===== src/rtl/bconv_scan_ctrl_pkg.sv =====
// Shared constants and state encoding for the binary 3x3 convolution scan controller.
package bconv_pkg;

    localparam int K        = 3;
    localparam int WIN_BITS = K * K;
    localparam int POP_W    = 4;

    typedef logic [1:0] state_t;

    localparam state_t ST_IDLE  = 2'd0;
    localparam state_t ST_SCAN  = 2'd1;
    localparam state_t ST_FLUSH = 2'd2;
    localparam state_t ST_DONE  = 2'd3;

endpackage


===== src/rtl/bconv_scan_ctrl_if.sv =====
// Result write port toward the output feature-map store (valid/ready with explicit address).
interface bconv_scan_ctrl_if #(
    parameter int ADDR_W = 10
);
    import bconv_pkg::*;

    logic              out_valid;
    logic              out_ready;
    logic [ADDR_W-1:0] out_addr;
    logic [POP_W-1:0]  out_data;

    modport master (output out_valid, output out_addr, output out_data, input out_ready);
    modport slave  (input out_valid, input out_addr, input out_data, output out_ready);

endinterface


===== src/rtl/bconv_scan_ctrl_window_sel.sv =====
// Combinational 3x3 window extraction from the latched image at output position (r, c).
module bconv_window_sel
    import bconv_pkg::*;
#(
    parameter int INPUT_H = 28,
    parameter int INPUT_W = 28,
    parameter int ROW_W   = 5,
    parameter int COL_W   = 5
) (
    input  logic [INPUT_H*INPUT_W-1:0] img_i,
    input  logic [ROW_W-1:0]           r_i,
    input  logic [COL_W-1:0]           c_i,
    output logic [WIN_BITS-1:0]        win_o
);

    localparam int IDX_W = $clog2(INPUT_H * INPUT_W);

    logic [IDX_W-1:0] base0;
    logic [IDX_W-1:0] base1;
    logic [IDX_W-1:0] base2;

    // Top window row lands in the high bits; within a row, bit 0 of the slice is column c.
    always_comb begin
        base0 = IDX_W'(r_i) * IDX_W'(INPUT_W) + IDX_W'(c_i);
        base1 = base0 + IDX_W'(INPUT_W);
        base2 = base1 + IDX_W'(INPUT_W);
        win_o = {img_i[base0 +: K], img_i[base1 +: K], img_i[base2 +: K]};
    end

endmodule


===== src/rtl/bconv_scan_ctrl.sv =====
// Raster-order scan sequencer for the binary 3x3 convolution: window issue and stallable result port.
//
//  state    | meaning
//  ---------+---------------------------------------------------------
//  ST_IDLE  | waiting for start; latches image and kernel on start
//  ST_SCAN  | issues one window per free output slot, raster order
//  ST_FLUSH | last result held until the consumer accepts it
//  ST_DONE  | done pulse, then back to idle
module bconv_scan_ctrl
    import bconv_pkg::*;
#(
    parameter int INPUT_H  = 28,
    parameter int INPUT_W  = 28,
    parameter int K_H      = 3,
    parameter int K_W      = 3,
    parameter int OUTPUT_H = INPUT_H - K_H + 1,
    parameter int OUTPUT_W = INPUT_W - K_W + 1,
    parameter int ADDR_W   = $clog2(OUTPUT_H * OUTPUT_W)
) (
    input  logic                       clk,
    input  logic                       rst,
    input  logic                       start,
    input  logic [INPUT_H*INPUT_W-1:0] image_i,
    input  logic [WIN_BITS-1:0]        kernel_i,
    output logic [WIN_BITS-1:0]        win_o,
    output logic [WIN_BITS-1:0]        kern_o,
    input  logic [POP_W-1:0]           pop_i,
    output logic                       busy,
    output logic                       done,
    bconv_scan_ctrl_if.master          wr
);

    localparam int ROW_W = $clog2(OUTPUT_H + 1);
    localparam int COL_W = $clog2(OUTPUT_W + 1);
    localparam logic [ROW_W-1:0] ROW_LAST = ROW_W'(OUTPUT_H - 1);
    localparam logic [COL_W-1:0] COL_LAST = COL_W'(OUTPUT_W - 1);

    state_t                     state_q, state_d;
    logic [ROW_W-1:0]           r_q, r_d;
    logic [COL_W-1:0]           c_q, c_d;
    logic [INPUT_H*INPUT_W-1:0] img_q, img_d;
    logic [WIN_BITS-1:0]        kern_q, kern_d;
    logic                       out_valid_q, out_valid_d;
    logic [ADDR_W-1:0]          out_addr_q, out_addr_d;
    logic [POP_W-1:0]           out_data_q, out_data_d;
    logic                       busy_q, busy_d;
    logic                       done_q, done_d;

    logic              slot_free;
    logic              last_pos;
    logic [ADDR_W-1:0] cur_addr;

    bconv_window_sel #(
        .INPUT_H (INPUT_H),
        .INPUT_W (INPUT_W),
        .ROW_W   (ROW_W),
        .COL_W   (COL_W)
    ) u_window_sel (
        .img_i (img_q),
        .r_i   (r_q),
        .c_i   (c_q),
        .win_o (win_o)
    );

    assign slot_free = !out_valid_q || wr.out_ready;
    assign last_pos  = (r_q == ROW_LAST) && (c_q == COL_LAST);
    assign cur_addr  = ADDR_W'(r_q) * ADDR_W'(OUTPUT_W) + ADDR_W'(c_q);

    always_comb begin
        state_d     = state_q;
        r_d         = r_q;
        c_d         = c_q;
        img_d       = img_q;
        kern_d      = kern_q;
        out_valid_d = out_valid_q;
        out_addr_d  = out_addr_q;
        out_data_d  = out_data_q;
        busy_d      = busy_q;
        done_d      = 1'b0;
        case (state_q)
            ST_IDLE: begin
                if (start) begin
                    img_d   = image_i;
                    kern_d  = kernel_i;
                    r_d     = '0;
                    c_d     = '0;
                    busy_d  = 1'b1;
                    state_d = ST_SCAN;
                end
            end
            ST_SCAN: begin
                // A blocked slot freezes counters, so the window and pop_i stay put too.
                if (slot_free) begin
                    out_valid_d = 1'b1;
                    out_data_d  = pop_i;
                    out_addr_d  = cur_addr;
                    if (last_pos) begin
                        state_d = ST_FLUSH;
                    end else if (c_q == COL_LAST) begin
                        c_d = '0;
                        r_d = r_q + 1'b1;
                    end else begin
                        c_d = c_q + 1'b1;
                    end
                end
            end
            ST_FLUSH: begin
                if (wr.out_ready) begin
                    out_valid_d = 1'b0;
                    done_d      = 1'b1;
                    state_d     = ST_DONE;
                end
            end
            default: begin
                busy_d  = 1'b0;
                state_d = ST_IDLE;
            end
        endcase
    end

    always_ff @(posedge clk) begin
        if (rst) begin
            state_q     <= ST_IDLE;
            r_q         <= '0;
            c_q         <= '0;
            img_q       <= '0;
            kern_q      <= '0;
            out_valid_q <= 1'b0;
            out_addr_q  <= '0;
            out_data_q  <= '0;
            busy_q      <= 1'b0;
            done_q      <= 1'b0;
        end else begin
            state_q     <= state_d;
            r_q         <= r_d;
            c_q         <= c_d;
            img_q       <= img_d;
            kern_q      <= kern_d;
            out_valid_q <= out_valid_d;
            out_addr_q  <= out_addr_d;
            out_data_q  <= out_data_d;
            busy_q      <= busy_d;
            done_q      <= done_d;
        end
    end

    assign kern_o       = kern_q;
    assign busy         = busy_q;
    assign done         = done_q;
    assign wr.out_valid = out_valid_q;
    assign wr.out_addr  = out_addr_q;
    assign wr.out_data  = out_data_q;

endmodule


===== src/flat_wrapper.sv =====
// flat-port wrapper written by rule: the top's interface ports become plain ports
module bconv_scan_ctrl_flat import bconv_pkg::*;
#(
    parameter int INPUT_H  = 28,
    parameter int INPUT_W  = 28,
    parameter int K_H      = 3,
    parameter int K_W      = 3,
    parameter int OUTPUT_H = INPUT_H - K_H + 1,
    parameter int OUTPUT_W = INPUT_W - K_W + 1,
    parameter int ADDR_W   = $clog2(OUTPUT_H * OUTPUT_W)
)
  (clk, rst, start, image_i, kernel_i, win_o, kern_o, pop_i, busy, done, wr_out_valid, wr_out_addr, wr_out_data, wr_out_ready);
  bconv_scan_ctrl_if #(.ADDR_W(ADDR_W)) wr_i ();
  input  logic clk;
  input  logic rst;
  input  logic start;
  input  logic [INPUT_H*INPUT_W-1:0] image_i;
  input  logic [WIN_BITS-1:0] kernel_i;
  output logic [WIN_BITS-1:0] win_o;
  output logic [WIN_BITS-1:0] kern_o;
  input  logic [POP_W-1:0] pop_i;
  output logic busy;
  output logic done;
  output wire logic [$bits(wr_i.out_valid)-1:0] wr_out_valid;
  output wire logic [$bits(wr_i.out_addr)-1:0] wr_out_addr;
  output wire logic [$bits(wr_i.out_data)-1:0] wr_out_data;
  input wire logic [$bits(wr_i.out_ready)-1:0] wr_out_ready;
  assign wr_out_valid = wr_i.out_valid;
  assign wr_out_addr = wr_i.out_addr;
  assign wr_out_data = wr_i.out_data;
  assign wr_i.out_ready = wr_out_ready;
  bconv_scan_ctrl #(.INPUT_H(INPUT_H), .INPUT_W(INPUT_W), .K_H(K_H), .K_W(K_W), .OUTPUT_H(OUTPUT_H), .OUTPUT_W(OUTPUT_W), .ADDR_W(ADDR_W)) u_core (.clk(clk), .rst(rst), .start(start), .image_i(image_i), .kernel_i(kernel_i), .win_o(win_o), .kern_o(kern_o), .pop_i(pop_i), .busy(busy), .done(done), .wr(wr_i));
endmodule

===== config.mk =====
export PLATFORM = sky130hd
export DESIGN_NAME = bconv_scan_ctrl_flat
export DESIGN_NICKNAME = d
export VERILOG_FILES = /design/src/rtl/bconv_scan_ctrl_pkg.sv /design/src/rtl/bconv_scan_ctrl_if.sv /design/src/rtl/bconv_scan_ctrl_window_sel.sv /design/src/rtl/bconv_scan_ctrl.sv /design/src/flat_wrapper.sv
export SDC_FILE = /design/constraint.sdc
export NUM_CORES = 2
export LEC_CHECK = 0
export CORE_MARGIN = 2
export CORE_UTILIZATION = 30
export DETAILED_ROUTE_END_ITERATION = 12
export GPL_ROUTABILITY_DRIVEN = 0
export SETUP_SLACK_MARGIN = 0.15
export SLEW_MARGIN = 20
export SYNTH_ARGS = -nofsm -noshare
export SYNTH_HDL_FRONTEND = slang
export SYNTH_SLANG_ARGS = --single-unit

===== constraint.sdc =====
create_clock -name clk -period 6.7 [get_ports clk]
set_input_delay 0.67 -clock clk [delete_from_list [all_inputs] [get_ports clk]]
set_output_delay 0.67 -clock clk [all_outputs]
set_load 0.01 [all_outputs]

---- Yosys cells after proc, flatten, opt, wreduce, memory -nomap -nowiden ----
Cells that the tools add are included.
word-level totals
  register bits after elaboration ......... 822
  input port bits ......................... 801
  output and inout port bits .............. 35
  logic and storage cells ................. 68
cells by class
  $add $sub $neg .......................... 6
  multiply operators ...................... 2
  equality and inequality tests ........... 10
  shift-type cells ........................ 3
  muxes and demuxes ....................... 20
  bitwise gates (word level) .............. 2
  reductions and logical operators ........ 15
operator list
  kind                                                                number
  784-bit by 11-bit variable part select with 3-bit output            3
  5-bit two-way mux                                                   7
  10-bit by 5-bit adder with 10-bit output                            2
  10-bit by 5-bit adder with 10-bit output, second input constant     2
  5-bit one-hot mux with 2 select lines                               2
  5-bit by 1-bit adder with 5-bit output, second input constant       2
  5-bit == test, second input constant                                2
  5-bit by 4-bit multiplier with 9-bit output, second input constant  1
  5-bit by 3-bit multiplier with 8-bit output, second input constant  1
  2-bit two-way mux                                                   4
  4-bit AND reduction                                                 2
  2-bit by 1-bit != test with 1-bit output, second input constant     3
  2-bit != test, second input constant                                3
  2-bit one-hot mux with 3 select lines                               1
  2-bit AND reduction                                                 3
  5-bit AND reduction                                                 1
  1-bit two-way mux                                                   4
  1-bit one-hot mux with 2 select lines                               2
  2-bit nonzero test                                                  2
  2-bit OR reduction                                                  2
  3-bit AND reduction                                                 1
  2-bit by 1-bit == test with 1-bit output, second input constant     1
  2-bit == test, second input constant                                1
  2-bit logical NOT                                                   1
  4 further kinds                                                     5

---- Depth between registers and ports, before layout ----
  depth after elaboration ................. 5
  depth in mapped cells ................... 24

---- Cells and area by module ----
From an unflattened synthesis, not the netlist that was laid out.
second synthesis, totals
  cell total of the unflattened synthesis .. 7494
  area total of the unflattened synthesis .. 62772.7 µm²
modules (own cells, without submodules)
  module            instances  cells each  area each (µm²)  seq. area each (µm²)
  bconv_window_sel  1          3834        33863.7          0.0
  bconv_scan_ctrl   1          3660        28909.0          16455.8

---- Least setup slack after synthesis ----
OpenSTA, ideal clock, no wires.
  path type ............................... register to output
  start ................................... register u_core.r_q[1]
  end ..................................... output win_o[4]
  arrival ................................. 5.367 ns
  setup slack ............................. 0.663 ns
  cell stages (with the launch flop) ...... 20
  path buffers ............................ 7
  cell sequence ........................... dfxtp_1 > inv_1 > ha_1 > inv_1 > fa_1 > clkbuf_1 > inv_2 > buf_1 > clkbuf_1 > ha_1 > buf_2 > buf_1 > clkbuf_1 > clkbuf_1 > mux4_2 > mux4_2 > o21ai_0 > a21oi_1 > o311ai_0 > a21oi_1
between the ends
  longest elaborated chain between the ends .. 4
ends and longest elaborated chain
  item                                                      RTL line                          RTL
  start: declaration                                        bconv_scan_ctrl.sv:39             logic [ROW_W-1:0] r_q, r_d;
  start signal: assignment                                  bconv_scan_ctrl.sv:135            r_q <= r_d;
  5-bit by 3-bit multiplier with 8-bit output               bconv_scan_ctrl_window_sel.sv:24  base0 = IDX_W'(r_i) * IDX_W'(INPUT_W) + IDX_W'(c_i);
  10-bit by 5-bit adder with 10-bit output                  bconv_scan_ctrl_window_sel.sv:24
  10-bit by 5-bit adder with 10-bit output                  bconv_scan_ctrl_window_sel.sv:25  base1 = base0 + IDX_W'(INPUT_W);
  784-bit by 11-bit variable part select with 3-bit output  bconv_scan_ctrl_window_sel.sv:27  win_o = {img_i[base0 +: K], img_i[base1 +: K], img_i[base2 +: K]};
  end: declaration                                          flat_wrapper.sv:19                output logic [WIN_BITS-1:0] win_o;
No other way between the ends.

---- Worst setup path in the final report ----
Ends and elaborated chain as after synthesis.

==> qor.csv <==
stage;metric;value;unit
critical_path;critical path's top delay family;adder cells;
floorplan;Core ar.;0.209;mm2
clocking;Max clock buf depth;3;
job;Max-Cap Viols;0;
timing;# setup viols final;0;
power_and_ir_drop;IR drop worst, VDD;370;uV
timing;RSZ-0062 raised after global routing;yes;
yosys;Synthesis Warnings;0;
outcome;outcome;complete, no violations;
finish;total area of sequential cells;0.0165;mm2
yosys;Simple-Gate Fraction of Synth Area;0.156;
clocking;Hold Buf Count CTS;0;
clocking;Worst-path clk slew;0.07;ns
timing;Fmax;0.153;GHz
floorplan;Site Rows;168;
yosys;Post-synth EDFFs;0;
global_routing;global-route wire length before repair;424000;um
global_routing;vias in the first global route;60700;
detailed_routing;Vias/cell;6.00;
placement;port buffer count;835;
yosys;Avg Inst Size Synth;8.64;um2
clocking;clock sink count;822;
floorplan;Ports;836;
placement;DP HPWL;227000;um
global_routing;grt total ovfl;0;
placement;dpl ws;-0.600;ns
yosys;Post-synth top flop;dfxtp_1;
clocking;H-Tree Depth;3;
critical_path;Max FO, Critical Path;32;
timing;minimum clock period;6.56;ns
floorplan;Starting Density;0.302;
critical_path;Setup CP Type;register to primary output;
yosys;Post-synth ARST share;0;
critical_path;Slowest-stage cell, CP;fa_4;
timing;skew final;0.0356;ns
critical_path;startpoint types;register;
placement;DP Area;0.0745;mm2
global_routing;initial antenna violation count;32;
finish;Finished Cell Area;0.0786;mm2
floorplan;die area;0.214;mm2
detailed_routing;WL per Instance;27.8;um
critical_path;CP Data Arrival Time;5.89;ns
floorplan;DIE HEIGHT;463;um
yosys;largest family of logic cells by synthesized area;multiplexers;
finish;Fill cells;21200;
detailed_routing;met3 wire len;32300;um
clocking;Clk Latency, worst-skew pair;0.77;ns
timing;final hold violation count;0;
detailed_routing;Met2 Wirelength;129000;um
finish;Final nets;8624;
yosys;Yosys reg bits;822;
yosys;mux cell area share after synthesis;0.346;
yosys;post-synthesis compound-gate area fraction;0.169;
finish;Area Growth Syn to Fin;24.3;%
timing;Tcrit/Tclk final;0.978;
finish;most frequent cells in the layout;nand2_1 (2,060), a21oi_1 (1,007), clkdlybuf4s50_1 (825);
yosys;post-synthesis adder-cell area fraction;0.00958;
critical_path;CP required;6.03;ns
timing;worst setup margin;0.145;ns
finish;commonest non-fill, non-tap cell in the layout;nand2_1;
yosys;distinct cell type count after synthesis;83;
yosys;register area share after synthesis;0.260;
detailed_routing;DRT iter0 DRCs;8195;
clocking;Root Driver;clkbuf_16;
timing;Slew Limit Fails;0;
critical_path;Worst path max stage delay;0.80;ns
power_and_ir_drop;static leakage;27.2;nW
detailed_routing;top layer in use;met5;
critical_path;worst-path cell chain;inv_1 -> ha_1 -> inv_1 -> fa_4 -> clkinv_2 -> ha_4 -> buf_16 -> buf_8 -> mux4_2 -> mux4_2 -> o21ai_0 -> a21oi_1 -> o311ai_1 -> buf_4 -> a21oi_2 -> buf_4;
timing;Worst-Margin Slew;1.21;ns
detailed_routing;Post-DRT Antenna Nets;0;
global_routing;gr usage total;0.264;
finish;share of layout cells above drive strength 1;0.180;
detailed_routing;Vias;64000;
floorplan;die width;463;um
yosys;Synthesized Nets;8154;
clocking;CTS tree;yes;
min_path;Worst Hold Class;input port to register;
yosys;Mapped Cells;7310;
critical_path;crit path buf inv count;7;
detailed_routing;Routed WL;297000;um
yosys;Post-Synth XOR/XNOR Area;0.00919;
detailed_routing;Pre-antenna DRT Iters;8;
detailed_routing;DRC violation count after routing;0;
finish;Multi-input gate area;0.0443;mm2
clocking;cts bufs inserted;91;
critical_path;Critical Path End Type;primary output;
global_routing;largest net degree at the start of global routing;211;
power_and_ir_drop;power per cell area;442;mW/mm2
timing;relative slew slack;0.183;
yosys;cell area after synthesis;0.0632;mm2
detailed_routing;met1 wire length;123000;um
[cell type report]
class,instances,share of cell area
antenna,6,0.000191
multi-input combinational,5746,0.564
timing repair buffer,1081,0.139
sequential,822,0.210
clock buffer,131,0.0343
tap,2805,0.0447
clock inverter,38,0.00559
inverter,38,0.00199
[state kept, by name, indices dropped and copies added, names as in the netlist]
| register | cells |
|---|---|
| u_core.wr.out_data | 4 |
| u_core.kern_o | 9 |
| u_core.done | 1 |
| u_core.busy | 1 |
| u_core.wr.out_addr | 10 |
| u_core.state_q | 2 |
| u_core.img_q | 784 |
| u_core.wr.out_valid | 1 |
| u_core.c_q | 5 |
| u_core.r_q | 5 |
[where the power goes]
| part | switching [mW] | total [mW] | internal, mW |
|---|---|---|---|
| clock network | 2.19 | 5.27 | 3.08 |
| logic | 13.0 | 21.9 | 8.93 |
| registers | 1.72 | 7.55 | 5.83 |
| total | 16.9 | 34.8 | 17.8 |
[worst paths after layout]
kind                                       startpoint                     to  slack [ns]  cells past startpoint
worst max-delay path                    u_core.r_q[1]               win_o[4]        0.14                     16
worst min-delay path                     image_i[725]      u_core.img_q[725]        0.45                      3
worst max register to register          u_core.c_q[1]  u_core.wr.out_addr[9]        2.73                     13
worst min register to register  u_core.wr.out_addr[0]  u_core.wr.out_addr[0]        0.46                      2
[stage by stage]
stage	util	TNS, ns	instances	power, mW	hold WS [ns]
floorplan	-	0	7310	20.4	0.441
global placement	0.356	-0.717	10500	27.8	0.442
detailed placement	0.356	-0.600	10500	28.0	0.446
CTS	0.374	0	10700	34.0	0.404
global route	0.375	0	10700	36.2	0.431
finish	0.375	0	10700	34.8	0.450
[logic make-up after synthesis]
group                      count (synthesis)
DFF                                      822
buffers and inverters                    742
xor gates and xnor gates                  56
adders and majority gates                 43
AOI/OAI and AO/OA                       1810
and+or+nand+nor                         2528
muxes                                   1309
[repair_timing]
item	CTS	global route
buffers inserted	29	8
endpoints found under the setup margin	9	8
cloned	2	1
pin swaps	12	11
gates resized for setup	68	38
[synthesized netlist by cell type, types with 36 or more instances]
library cell	count	share of area
nand2_1	2065	0.12
a21oi_1	1012	0.080
dfxtp_1	822	0.26
mux4_2	678	0.24
clkbuf_1	411	0.024
mux2i_1	405	0.064
nor2_1	291	0.017
mux2_2	226	0.040
buf_2	213	0.017
o21ai_0	194	0.015
a211oi_1	113	0.013
o22ai_1	97	0.0096
o211ai_1	72	0.0086
buf_1	60	0.0036
a22oi_1	57	0.0068
nand3_1	49	0.0039
a221oi_1	45	0.0062
xnor2_1	36	0.0050
[worst register-to-register path, cell delays in order, from the launching register on]
cell      delay [ns]
dfxtp_4         0.76
buf_12          0.44
buf_4           0.42
ha_1            0.22
inv_1           0.06
fa_1            0.41
inv_1           0.08
a21o_1          0.12
a21oi_1         0.09
nor3b_1         0.33
nand3_1         0.14
xor2_1          0.17
xnor2_1         0.45
a211oi_1        0.15
[routing by layer]
metal / up-vias / global-route usage
met4: 44 / 0.0949
met2: 4071 / 0.399
met5: - / 0
met1: 31400 / 0.358
met3: 732 / 0.0741
li1: 27800 / -
Note: power is estimated with default switching activity, not from simulation.
